[src/rtl/grf_write_arbiter_pkg.sv]
// Shared types for the GRF write-back arbiter.
// Write record carried from the pipeline/MDU to the register file.
package grf_write_arbiter_pkg;

    typedef struct packed {
        logic [4:0]  a3;
        logic [31:0] wd;
        logic [31:0] pc;
    } wr_rec_t;

    localparam logic [4:0] REG_ZERO = 5'd0;

endpackage

[src/rtl/grf_write_arbiter_if.sv]
// Bus bundle between the write-back sources and the arbiter.
// master drives the sources and lookups, slave is the arbiter.
interface grf_write_arbiter_if;

    logic        pipe_valid;
    logic [4:0]  pipe_a3;
    logic [31:0] pipe_wd;
    logic [31:0] pipe_pc;
    logic        mdu_valid;
    logic [4:0]  mdu_a3;
    logic [31:0] mdu_wd;
    logic [31:0] mdu_pc;
    logic        mdu_ready;
    logic        WE;
    logic [4:0]  A3;
    logic [31:0] WD3;
    logic [31:0] PC_backD;
    logic [4:0]  q1;
    logic [4:0]  q2;
    logic        pend1;
    logic        pend2;

    modport master (
        output pipe_valid, pipe_a3, pipe_wd, pipe_pc,
        output mdu_valid, mdu_a3, mdu_wd, mdu_pc,
        output q1, q2,
        input  mdu_ready, WE, A3, WD3, PC_backD, pend1, pend2
    );

    modport slave (
        input  pipe_valid, pipe_a3, pipe_wd, pipe_pc,
        input  mdu_valid, mdu_a3, mdu_wd, mdu_pc,
        input  q1, q2,
        output mdu_ready, WE, A3, WD3, PC_backD, pend1, pend2
    );

endinterface

[src/rtl/grf_write_arbiter_wb_fifo.sv]
// In-order queue of MDU write records awaiting a free write slot.
// Exposes the raw entry array plus a per-slot valid mask for lookups.
module wb_fifo
    import grf_write_arbiter_pkg::*;
#(
    parameter int DEPTH = 2
) (
    input  logic                   clk,
    input  logic                   reset,
    input  logic                   i_push,
    input  wr_rec_t                i_rec,
    input  logic                   i_pop,
    output wr_rec_t                o_head,
    output logic                   o_full,
    output logic                   o_empty,
    output logic [$clog2(DEPTH):0] o_count,
    output wr_rec_t                o_mem [DEPTH],
    output logic [DEPTH-1:0]       o_vld
);

    localparam int PW = $clog2(DEPTH);

    logic [PW-1:0] r_wptr;
    logic [PW-1:0] r_rptr;
    logic [PW:0]   r_cnt;
    wr_rec_t       r_mem [DEPTH];
    logic          w_push;
    logic          w_pop;

    assign o_full  = (r_cnt == (PW+1)'(DEPTH));
    assign o_empty = (r_cnt == '0);
    assign o_count = r_cnt;
    assign o_head  = r_mem[r_rptr];
    assign o_mem   = r_mem;
    assign w_push  = i_push && !o_full;
    assign w_pop   = i_pop && !o_empty;

    // Pointers wrap naturally since DEPTH is a power of two.
    always_ff @(posedge clk or negedge reset) begin
        if (!reset) begin
            r_wptr <= '0;
            r_rptr <= '0;
            r_cnt  <= '0;
        end else begin
            if (w_push) r_wptr <= r_wptr + 1'b1;
            if (w_pop)  r_rptr <= r_rptr + 1'b1;
            case ({w_push, w_pop})
                2'b10:   r_cnt <= r_cnt + 1'b1;
                2'b01:   r_cnt <= r_cnt - 1'b1;
                default: r_cnt <= r_cnt;
            endcase
        end
    end

    // Storage needs no reset; validity comes from the occupancy count.
    always_ff @(posedge clk) begin
        if (w_push) r_mem[r_wptr] <= i_rec;
    end

    // A slot is live when its distance from the read pointer is below count.
    always_comb begin
        o_vld = '0;
        for (int i = 0; i < DEPTH; i++) begin
            o_vld[i] = ({1'b0, PW'(i) - r_rptr} < r_cnt);
        end
    end

endmodule

[src/rtl/grf_write_arbiter.sv]
// Register-file write arbiter: pipeline has priority, MDU results queue.
// Define GRF_WB_PENDING_EN to build the q1/q2 pending-lookup comparators.
module grf_write_arbiter
    import grf_write_arbiter_pkg::*;
#(
    parameter int DEPTH = 2
) (
    input  logic               clk,
    input  logic               reset,
    grf_write_arbiter_if.slave bus
);

    localparam int CW = $clog2(DEPTH) + 1;

    wr_rec_t          w_pipe_rec;
    wr_rec_t          w_mdu_rec;
    wr_rec_t          w_head;
    wr_rec_t          w_mem [DEPTH];
    logic [DEPTH-1:0] w_vld;
    logic [CW-1:0]    w_count;
    logic             w_full;
    logic             w_empty;
    logic             w_pipe_q;
    logic             w_acc;
    logic             w_push;
    logic             w_pop;
    logic             r_we;
    wr_rec_t          r_rec;

    assign w_pipe_rec = '{a3: bus.pipe_a3, wd: bus.pipe_wd, pc: bus.pipe_pc};
    assign w_mdu_rec  = '{a3: bus.mdu_a3, wd: bus.mdu_wd, pc: bus.mdu_pc};
    assign w_pipe_q   = bus.pipe_valid && (bus.pipe_a3 != REG_ZERO);

    // Readiness depends only on stored occupancy, never on this cycle's pop.
    assign bus.mdu_ready = reset && (w_count < CW'(DEPTH));
    assign w_acc  = bus.mdu_valid && bus.mdu_ready;
    assign w_push = w_acc && (bus.mdu_a3 != REG_ZERO) && !w_full;
    assign w_pop  = !w_pipe_q && !w_empty;

    wb_fifo #(.DEPTH(DEPTH)) u_fifo (
        .clk     (clk),
        .reset   (reset),
        .i_push  (w_push),
        .i_rec   (w_mdu_rec),
        .i_pop   (w_pop),
        .o_head  (w_head),
        .o_full  (w_full),
        .o_empty (w_empty),
        .o_count (w_count),
        .o_mem   (w_mem),
        .o_vld   (w_vld)
    );

    // Write port: pipe first, else FIFO head, else idle holding last fields.
    always_ff @(posedge clk or negedge reset) begin
        if (!reset) begin
            r_we  <= 1'b0;
            r_rec <= '0;
        end else if (w_pipe_q) begin
            r_we  <= 1'b1;
            r_rec <= w_pipe_rec;
        end else if (w_pop) begin
            r_we  <= 1'b1;
            r_rec <= w_head;
        end else begin
            r_we  <= 1'b0;
        end
    end

    assign bus.WE       = r_we;
    assign bus.A3       = r_rec.a3;
    assign bus.WD3      = r_rec.wd;
    assign bus.PC_backD = r_rec.pc;

`ifdef GRF_WB_PENDING_EN
    logic w_hit1;
    logic w_hit2;

    // Scan live queue entries for the looked-up destinations.
    always_comb begin
        w_hit1 = 1'b0;
        w_hit2 = 1'b0;
        for (int i = 0; i < DEPTH; i++) begin
            if (w_vld[i] && (w_mem[i].a3 == bus.q1)) w_hit1 = 1'b1;
            if (w_vld[i] && (w_mem[i].a3 == bus.q2)) w_hit2 = 1'b1;
        end
    end

    assign bus.pend1 = w_hit1 && (bus.q1 != REG_ZERO);
    assign bus.pend2 = w_hit2 && (bus.q2 != REG_ZERO);
`else
    logic w_unused_pend;

    // Lookup inputs and entry view are intentionally left unconsumed.
    always_comb begin
        w_unused_pend = ^{bus.q1, bus.q2, w_vld};
        for (int i = 0; i < DEPTH; i++) begin
            w_unused_pend = w_unused_pend ^ (^w_mem[i]);
        end
    end

    assign bus.pend1 = 1'b0;
    assign bus.pend2 = 1'b0;
`endif

endmodule

[src/flat_wrapper.sv]
// flat-port wrapper written by rule: the top's interface ports become plain ports
module grf_write_arbiter_flat import grf_write_arbiter_pkg::*;
#(
    parameter int DEPTH = 2
)
  (clk, reset, bus_pipe_valid, bus_pipe_a3, bus_pipe_wd, bus_pipe_pc, bus_mdu_valid, bus_mdu_a3, bus_mdu_wd, bus_mdu_pc, bus_q1, bus_q2, bus_mdu_ready, bus_WE, bus_A3, bus_WD3, bus_PC_backD, bus_pend1, bus_pend2);
  grf_write_arbiter_if bus_i ();
  input  logic clk;
  input  logic reset;
  input wire logic [$bits(bus_i.pipe_valid)-1:0] bus_pipe_valid;
  input wire logic [$bits(bus_i.pipe_a3)-1:0] bus_pipe_a3;
  input wire logic [$bits(bus_i.pipe_wd)-1:0] bus_pipe_wd;
  input wire logic [$bits(bus_i.pipe_pc)-1:0] bus_pipe_pc;
  input wire logic [$bits(bus_i.mdu_valid)-1:0] bus_mdu_valid;
  input wire logic [$bits(bus_i.mdu_a3)-1:0] bus_mdu_a3;
  input wire logic [$bits(bus_i.mdu_wd)-1:0] bus_mdu_wd;
  input wire logic [$bits(bus_i.mdu_pc)-1:0] bus_mdu_pc;
  input wire logic [$bits(bus_i.q1)-1:0] bus_q1;
  input wire logic [$bits(bus_i.q2)-1:0] bus_q2;
  output wire logic [$bits(bus_i.mdu_ready)-1:0] bus_mdu_ready;
  output wire logic [$bits(bus_i.WE)-1:0] bus_WE;
  output wire logic [$bits(bus_i.A3)-1:0] bus_A3;
  output wire logic [$bits(bus_i.WD3)-1:0] bus_WD3;
  output wire logic [$bits(bus_i.PC_backD)-1:0] bus_PC_backD;
  output wire logic [$bits(bus_i.pend1)-1:0] bus_pend1;
  output wire logic [$bits(bus_i.pend2)-1:0] bus_pend2;
  assign bus_i.pipe_valid = bus_pipe_valid;
  assign bus_i.pipe_a3 = bus_pipe_a3;
  assign bus_i.pipe_wd = bus_pipe_wd;
  assign bus_i.pipe_pc = bus_pipe_pc;
  assign bus_i.mdu_valid = bus_mdu_valid;
  assign bus_i.mdu_a3 = bus_mdu_a3;
  assign bus_i.mdu_wd = bus_mdu_wd;
  assign bus_i.mdu_pc = bus_mdu_pc;
  assign bus_i.q1 = bus_q1;
  assign bus_i.q2 = bus_q2;
  assign bus_mdu_ready = bus_i.mdu_ready;
  assign bus_WE = bus_i.WE;
  assign bus_A3 = bus_i.A3;
  assign bus_WD3 = bus_i.WD3;
  assign bus_PC_backD = bus_i.PC_backD;
  assign bus_pend1 = bus_i.pend1;
  assign bus_pend2 = bus_i.pend2;
  grf_write_arbiter #(.DEPTH(DEPTH)) u_core (.clk(clk), .reset(reset), .bus(bus_i));
endmodule
[config.mk]
export PLATFORM = sky130hd
export DESIGN_NAME = grf_write_arbiter_flat
export DESIGN_NICKNAME = d
export VERILOG_FILES = /design/src/rtl/grf_write_arbiter_pkg.sv /design/src/rtl/grf_write_arbiter_if.sv /design/src/rtl/grf_write_arbiter_wb_fifo.sv /design/src/rtl/grf_write_arbiter.sv /design/src/flat_wrapper.sv
export SDC_FILE = /design/constraint.sdc
export NUM_CORES = 1
export LEC_CHECK = 0
export ABC_AREA = 1
export CORE_MARGIN = 2
export CORE_UTILIZATION = 48
export CTS_BUF_LIST = sky130_fd_sc_hd__clkbuf_8 sky130_fd_sc_hd__clkbuf_16
export DETAILED_ROUTE_END_ITERATION = 6
export GPL_ROUTABILITY_DRIVEN = 0
export PLACE_DENSITY = 0.79
export SLEW_MARGIN = 20
export SYNTH_ARGS = -nofsm -noshare
export SYNTH_HDL_FRONTEND = slang
export SYNTH_SLANG_ARGS = --single-unit
[constraint.sdc]
create_clock -name clk -period 4.6 [get_ports clk]
set_input_delay 0.46 -clock clk [delete_from_list [all_inputs] [get_ports clk]]
set_output_delay 0.46 -clock clk [all_outputs]
set_load 0.02 [all_outputs]
==> impl_metrics.py, run 1 <==
metrics = {
    "global_route": {
        "grt.total_usage_pct": 22.5,
        "grt_pass1_wl_mm": 34.5,
        "grt_pass1_vias": 6606,
        "grt_max_degree": 95,
        "antenna_found_initial": 3,
        "overflow": 0,
    },
    "timing": {
        "timing.final.ws_setup_ps": 1780,
        "setup-tns-final_ps": 0,
        "whs_ps": 470,
        "rsz0062_at_grt": "no",
        "tightest_slew_ps": 1070,
        "slew_violations": 0,
        "fin_crit_ps": 2820,
        "final.period_utilization_pct": 61.4,
        "clock_skew_ps": 10.1,
        "fmax_ghz": 0.354,
        "hold_viol_final": 0,
        "setup_viol_count_final": 0,
        "relSlewSlack_pct": 28.6,
    },
    "critical_path": {
        "arrival_ps": 3000,
        "reg2reg_depth": 5,
        "crit_path_cell_trace": "dlygate4sd3_1, buf_4, and3_1, nand2_1, nor2_4, buf_12",
        "cpMaxStageDelayCell": "nor2_4",
        "crit_type": "primary input to flip-flop",
        "crit_required_ps": 4780,
        "r2r_end": "u_core.u_fifo.o_mem[6]$_DFFE_PP_",
        "cp-endpoint": "u_core.u_fifo.o_mem[6]$_DFFE_PP_",
        "setup.worst_path.start": "reset",
        "cp-start-kind": "primary input",
        "critPathMaxStageDelay_ps": 720,
        "regToRegStartpoint": "u_core.u_fifo.o_count[1]$_DFFE_PN0P_",
        "worstPathMaxFanout": 43,
        "ff2ff_setup_slack_ps": 2280,
        "worstSetupEndpointType": "flip-flop",
    },
    "final_layout": {
        "final_area_um2": 11500,
        "flow.area_growth_from_synthesis_pct": 33.5,
        "fill_cells": 1387,
        "drive_gt1_share_pct": 5.33,
        "nNetsFinal": 1131,
    },
    "synth": {
        "synth_most_common_cell": "nand3_1",
        "ys_warn_count": 0,
        "seq_area_frac_synth_pct": 69.4,
        "async_flop_share_pct": 34.9,
        "synth_ff_type": "edfxtp_1",
        "synth_edf_count": 138,
        "syn_area_um2": 8640,
        "ys_ff_latch": 212,
        "synth_top_area_share_pct": 47.9,
        "syn_area_per_cell_um2": 11.0,
        "synthCells": 789,
        "yosysTopAreaCell": "edfxtp_1",
        "synth_cell_type_count": 23,
        "synth_area_leaders": "edfxtp_1 (48%), dfrtp_1 (21%), nand3_1 (14%)",
        "ys_top_cells_by_count": "nand3_1 (241), nand2_1 (221), edfxtp_1 (138), dfrtp_1 (74), buf_2 (34)",
    },
    "die": {
        "core_um2": 17800,
        "io_pins": 225,
        "initial_utilization_pct": 48.5,
        "rows": 49,
        "die_w_um": 138,
        "dieArea_um2": 19100,
        "die_h_um": 138,
    },
    "detailed_routing": {
        "drtAntennaViolNets": 0,
        "drt_iter0_drc": 402,
        "wirelength_mm": 21.9,
        "first_pass_iters": 5,
        "remaining_drc_errors": 0,
        "vias_per_cell": 5.41,
        "post_drt_wl_per_cell_um": 17.8,
        "num_vias": 6633,
    },
    "placed_design": {
        "pre_cts_ws_ps": 1740,
        "post_dp_cell_area_um2": 10800,
        "port_buffers": 212,
        "hpwl_mm": 13.1,
    },
    "cts": {
        "clock_sinks": 212,
        "post_cts_resized": 0,
        "clkLatencyLatePin_ps": 500,
        "clockRootBuffer": "clkbuf_16",
        "cts_max_level": 1,
        "hold_buffers": 1,
        "cts_setup_buffers": 0,
        "numCtsBuffers": 23,
        "cts_tree": "done",
        "clockBufferDepth": 3,
        "clk_pin_slew_ps": 60,
    },
    "job": {
        "drv_cap": 0,
    },
    "status": {
        "status": "complete, no violations",
    },
    "power": {
        "power_density_nw_per_um2": 551,
        "p_leak_nw": 4.62,
        "max-vdd-ir-drop_mv": 0.463,
    },
    "worst_hold_path": {
        "min_path_type": "primary input to asynchronous set/reset pin",
    },
}
-- critical path: cells and delay by family --
family	cells	cell delay [ps]
buf+inv	3	1320
simple gates	3	1170
-- kinds of logic after synthesis --
group                    count (synthesis)  synth area share, %
AO/OA/AOI/OAI                           25                 1.45
buffers and inverters                   68                 4.31
flip-flops                             212                 69.4
XOR/XNOR                                 2                0.203
adder cells (fa/ha/maj)                  1                0.145
AND/OR/NAND/NOR                        480                 24.5
other                                    1               0.0434
-- report_power, final --
part | switching, mW | internal (mW) | leakage, nW
logic | 1.28 | 0.811 | 2.09
clock network | 0.719 | 0.982 | 0.383
registers | 0.168 | 2.40 | 2.14
total | 2.16 | 4.19 | 4.62
-- worst min path at each step --
stage | startpoint | end | slack [ps] | cells after the start
final | reset | u_core.bus.A3[1]$_DFFE_PN0P_ | 470 | 2
after global routing | reset | u_core.bus.A3[1]$_DFFE_PN0P_ | 500 | 2
after CTS | reset | u_core.bus.A3[3]$_DFFE_PN0P_ | 480 | 2
after detailed placement | reset | u_core.bus.A3[1]$_DFFE_PN0P_ | 470 | 1
after global placement | reset | u_core.bus.A3[0]$_DFFE_PN0P_ | 460 | 1
after floorplan | reset | u_core.bus.A3[0]$_DFFE_PN0P_ | 160 | 0
-- layout by cell type (no fill, tap or decap) --
| cell type | count |
|---|---|
| dlygate4sd3_1 | 1 |
| buf_2 | 1 |
| diode_2 | 2 |
| buf_12 | 1 |
| inv_2 | 3 |
| and3_1 | 1 |
| inv_6 | 2 |
| nand3_2 | 1 |
| clkbuf_16 | 23 |
| nand3b_1 | 1 |
| xnor2_1 | 1 |
| dfrtp_1 | 73 |
| clkinv_2 | 5 |
| inv_1 | 14 |
| nor3_1 | 2 |
| edfxtp_1 | 138 |
| nor2_4 | 3 |
| a21oi_1 | 24 |
| clkdlybuf4s50_1 | 210 |
| ha_1 | 1 |
| nor2_1 | 10 |
| bufinv_16 | 1 |
| xor2_1 | 1 |
| conb_1 | 2 |
| clkbuf_8 | 1 |
| o21ai_0 | 1 |
| nand3_1 | 240 |
| nand2_4 | 1 |
| clkinv_1 | 1 |
| dfrtp_2 | 1 |
| nand2_1 | 221 |
| buf_4 | 10 |
-- final cells by class --
type                       count  area [um^2]  area share, %
sequential                   212         6000           52.0
multi-input combinational    510         2310           20.0
timing repair buffer         223         2210           19.2
antenna                        2         5.00         0.0434
tap                          229          287           2.48
clock buffer                  24          589           5.11
inverter                       8         30.0          0.260
clock inverter                18          110          0.954
-- flip-flops by register name (all words and copies together) (netlist names) --
register	flops
u_core.u_fifo.r_wptr	1
u_core.bus.PC_backD	32
u_core.bus.WE	1
u_core.u_fifo.o_mem	138
u_core.bus.WD3	32
u_core.u_fifo.r_rptr	1
u_core.bus.A3	5
u_core.u_fifo.o_count	2
-- metal layers --
metal	vias up	part of all wire [%]	global-route usage, %
li1	3123	-	-
met4	2	2.3	7.30
met1	3191	41	29.0
met3	44	7.2	4.64
met5	-	0.055	0
met2	273	50	38.5
-- stage by stage --
stage               total power, mW  instances  utilization [%]
finish                         6.35       1226             64.7
global route                   6.69       1225             64.7
CTS                            6.41       1224             64.7
detailed placement             4.70       1181             60.7
global placement               4.65       1181             60.7
floorplan                      3.82        790                -
Note: power is estimated with default switching activity, not from simulation.
==> run 2, diff against run 1 <==
==> constraint.sdc (replaced) <==
create_clock -name clk -period 2.9 [get_ports clk]
set_input_delay 0.29 -clock clk [delete_from_list [all_inputs] [get_ports clk]]
set_output_delay 0.29 -clock clk [all_outputs]
set_load 0.02 [all_outputs]
==> run 2 against run 1 <==
Register-to-register slack lost 1100 ps. Global-route usage grew 0.20 points. Clock-buffer cell count grew 2. Routed wire length grew 1.4%. Via count shrank 0.62%. Worst setup slack lost 920 ps. Flip-flop and latch count is the same. Critical endpoint is now bus_mdu_ready. Largest power group unchanged. Clock power grew 81%. Die area is the same.
==> impl_metrics.py, run 2 (same netlist as run 1, synthesis figures left out) <==
metrics = {
    "status": {
        "status": "complete, no violations",
    },
    "cts": {
        "clock_sinks": 212,
        "hold_buffers": 1,
        "cts_max_level": 1,
        "cts_tree": "done",
        "clkLatencyLatePin_ps": 500,
        "clockRootBuffer": "clkbuf_16",
        "cts_setup_buffers": 0,
        "post_cts_resized": 0,
        "clockBufferDepth": 3,
        "numCtsBuffers": 22,
        "clk_pin_slew_ps": 70,
    },
    "detailed_routing": {
        "wirelength_mm": 22.2,
        "vias_per_cell": 5.38,
        "remaining_drc_errors": 0,
        "num_vias": 6592,
        "post_drt_wl_per_cell_um": 18.1,
        "first_pass_iters": 5,
        "drtAntennaViolNets": 0,
        "drt_iter0_drc": 510,
    },
    "power": {
        "power_density_nw_per_um2": 899,
        "max-vdd-ir-drop_mv": 0.615,
        "p_sw_mw": 3.49,
        "combPwrFrac_pct": 32.1,
        "p_sw_share_pct": 33.1,
        "seqPwrFrac_pct": 38.7,
        "p_leak_nw": 4.67,
        "p_int_mw": 7.04,
        "clkPwrFrac_pct": 29.2,
        "fin_total_pwr_mw": 10.5,
    },
    "die": {
        "initial_utilization_pct": 48.5,
        "die_w_um": 138,
        "core_um2": 17800,
        "rows": 49,
        "dieArea_um2": 19100,
        "io_pins": 225,
        "die_h_um": 138,
    },
    "timing": {
        "clock_skew_ps": 12.6,
        "final.period_utilization_pct": 70.4,
        "hold_viol_final": 0,
        "setup_viol_count_final": 0,
        "fin_crit_ps": 2040,
        "slew_violations": 0,
        "relSlewSlack_pct": 45.0,
        "tightest_slew_ps": 825,
        "timing.final.ws_setup_ps": 857,
        "whs_ps": 144,
        "rsz0062_at_grt": "no",
        "fmax_ghz": 0.489,
    },
    "critical_path": {
        "critPathMaxStageDelay_ps": 630,
        "worstSetupEndpointType": "primary output",
        "crit_required_ps": 2610,
        "crit_type": "primary input to primary output",
        "cp-start-kind": "primary input",
        "arrival_ps": 1750,
        "crit_path_cell_trace": "dlygate4sd3_1, buf_4, inv_1, nor2_1, clkdlybuf4s50_1",
        "cpMaxStageDelayCell": "clkdlybuf4s50_1",
        "worstPathMaxFanout": 7,
        "ff2ff_setup_slack_ps": 1150,
    },
    "global_route": {
        "antenna_found_initial": 1,
        "grt_pass1_wl_mm": 34.8,
        "overflow": 0,
        "grt_pass1_vias": 6558,
        "grt.total_usage_pct": 22.7,
        "grt_max_degree": 142,
    },
    "final_layout": {
        "final_cell_mix": "nand3_1 (240), nand2_1 (221), clkdlybuf4s50_1 (210)",
        "drive_gt1_share_pct": 5.92,
        "final_common_cell": "nand3_1",
        "flow.area_growth_from_synthesis_pct": 35.5,
        "largest_register_ffs": 138,
        "nNetsFinal": 1133,
    },
    "job": {
        "drv_cap": 0,
    },
    "placed_design": {
        "port_buffers": 212,
        "hpwl_mm": 12.8,
        "pre_cts_ws_ps": 721,
    },
    "worst_hold_path": {
        "min_path_type": "primary input to asynchronous set/reset pin",
    },
}
run 2: worst paths after layout:
kind	depth (start not counted)	end	startpoint
min in group clk	5	u_core.u_fifo.r_rptr$_DFFE_PN0P_	bus_pipe_valid
min	2	u_core.bus.A3[2]$_DFFE_PN0P_	reset
max	5	bus_mdu_ready	reset
min reg2reg	2	u_core.bus.WD3[13]$_DFFE_PN0P_	u_core.bus.WD3[13]$_DFFE_PN0P_
max in group asynchronous	3	u_core.u_fifo.r_rptr$_DFFE_PN0P_	reset
max reg2reg	7	u_core.u_fifo.o_count[1]$_DFFE_PN0P_	u_core.u_fifo.o_count[1]$_DFFE_PN0P_
run 2: per-stage QoR:
step | util (%) | setup TNS, ps | cell area, um^2 | cells
floorplan | - | -6710 | 8650 | 790
global placement | 61.1 | 0 | 10900 | 1184
detailed placement | 61.1 | 0 | 10900 | 1184
CTS | 65.6 | 0 | 11700 | 1225
global route | 65.6 | 0 | 11700 | 1225
finish | 65.7 | 0 | 11700 | 1226
run 2: final cells by class:
| cell class | instances | area [um^2] |
|---|---|---|
| well taps | 229 | 287 |
| multi-input cells | 510 | 2310 |
| repair buffers | 226 | 2280 |
| diodes | 1 | 2.50 |
| fillers | 1326 | 6130 |
| flip-flops and latches | 212 | 6000 |
| inverters | 8 | 30.0 |
| clock buffers | 26 | 628 |
| clock inverters | 14 | 176 |
run 2: routing by layer:
layer	wire [um]	GRT usage [%]	up-vias
met5	0	0	-
met2	11200	38.9	262
met1	9010	29.8	3158
met3	1550	4.92	42
li1	-	-	3130
met4	431	5.75	0
run 2: critical path: cells and delay by family:
family | cells | cell delay, ps
buf+inv | 4 | 1380
simple gates | 1 | 80
run 2: power by group through the flow:
stage,sequential [mW],combinational (mW),clock [mW]
2_1_floorplan,4.52,1.53,0
3_3_place_gp,4.10,3.34,0
3_5_place_dp,4.12,3.40,0
4_1_cts,4.07,3.42,3.12
5_1_grt,4.13,3.67,3.26
6_report,4.07,3.38,3.08
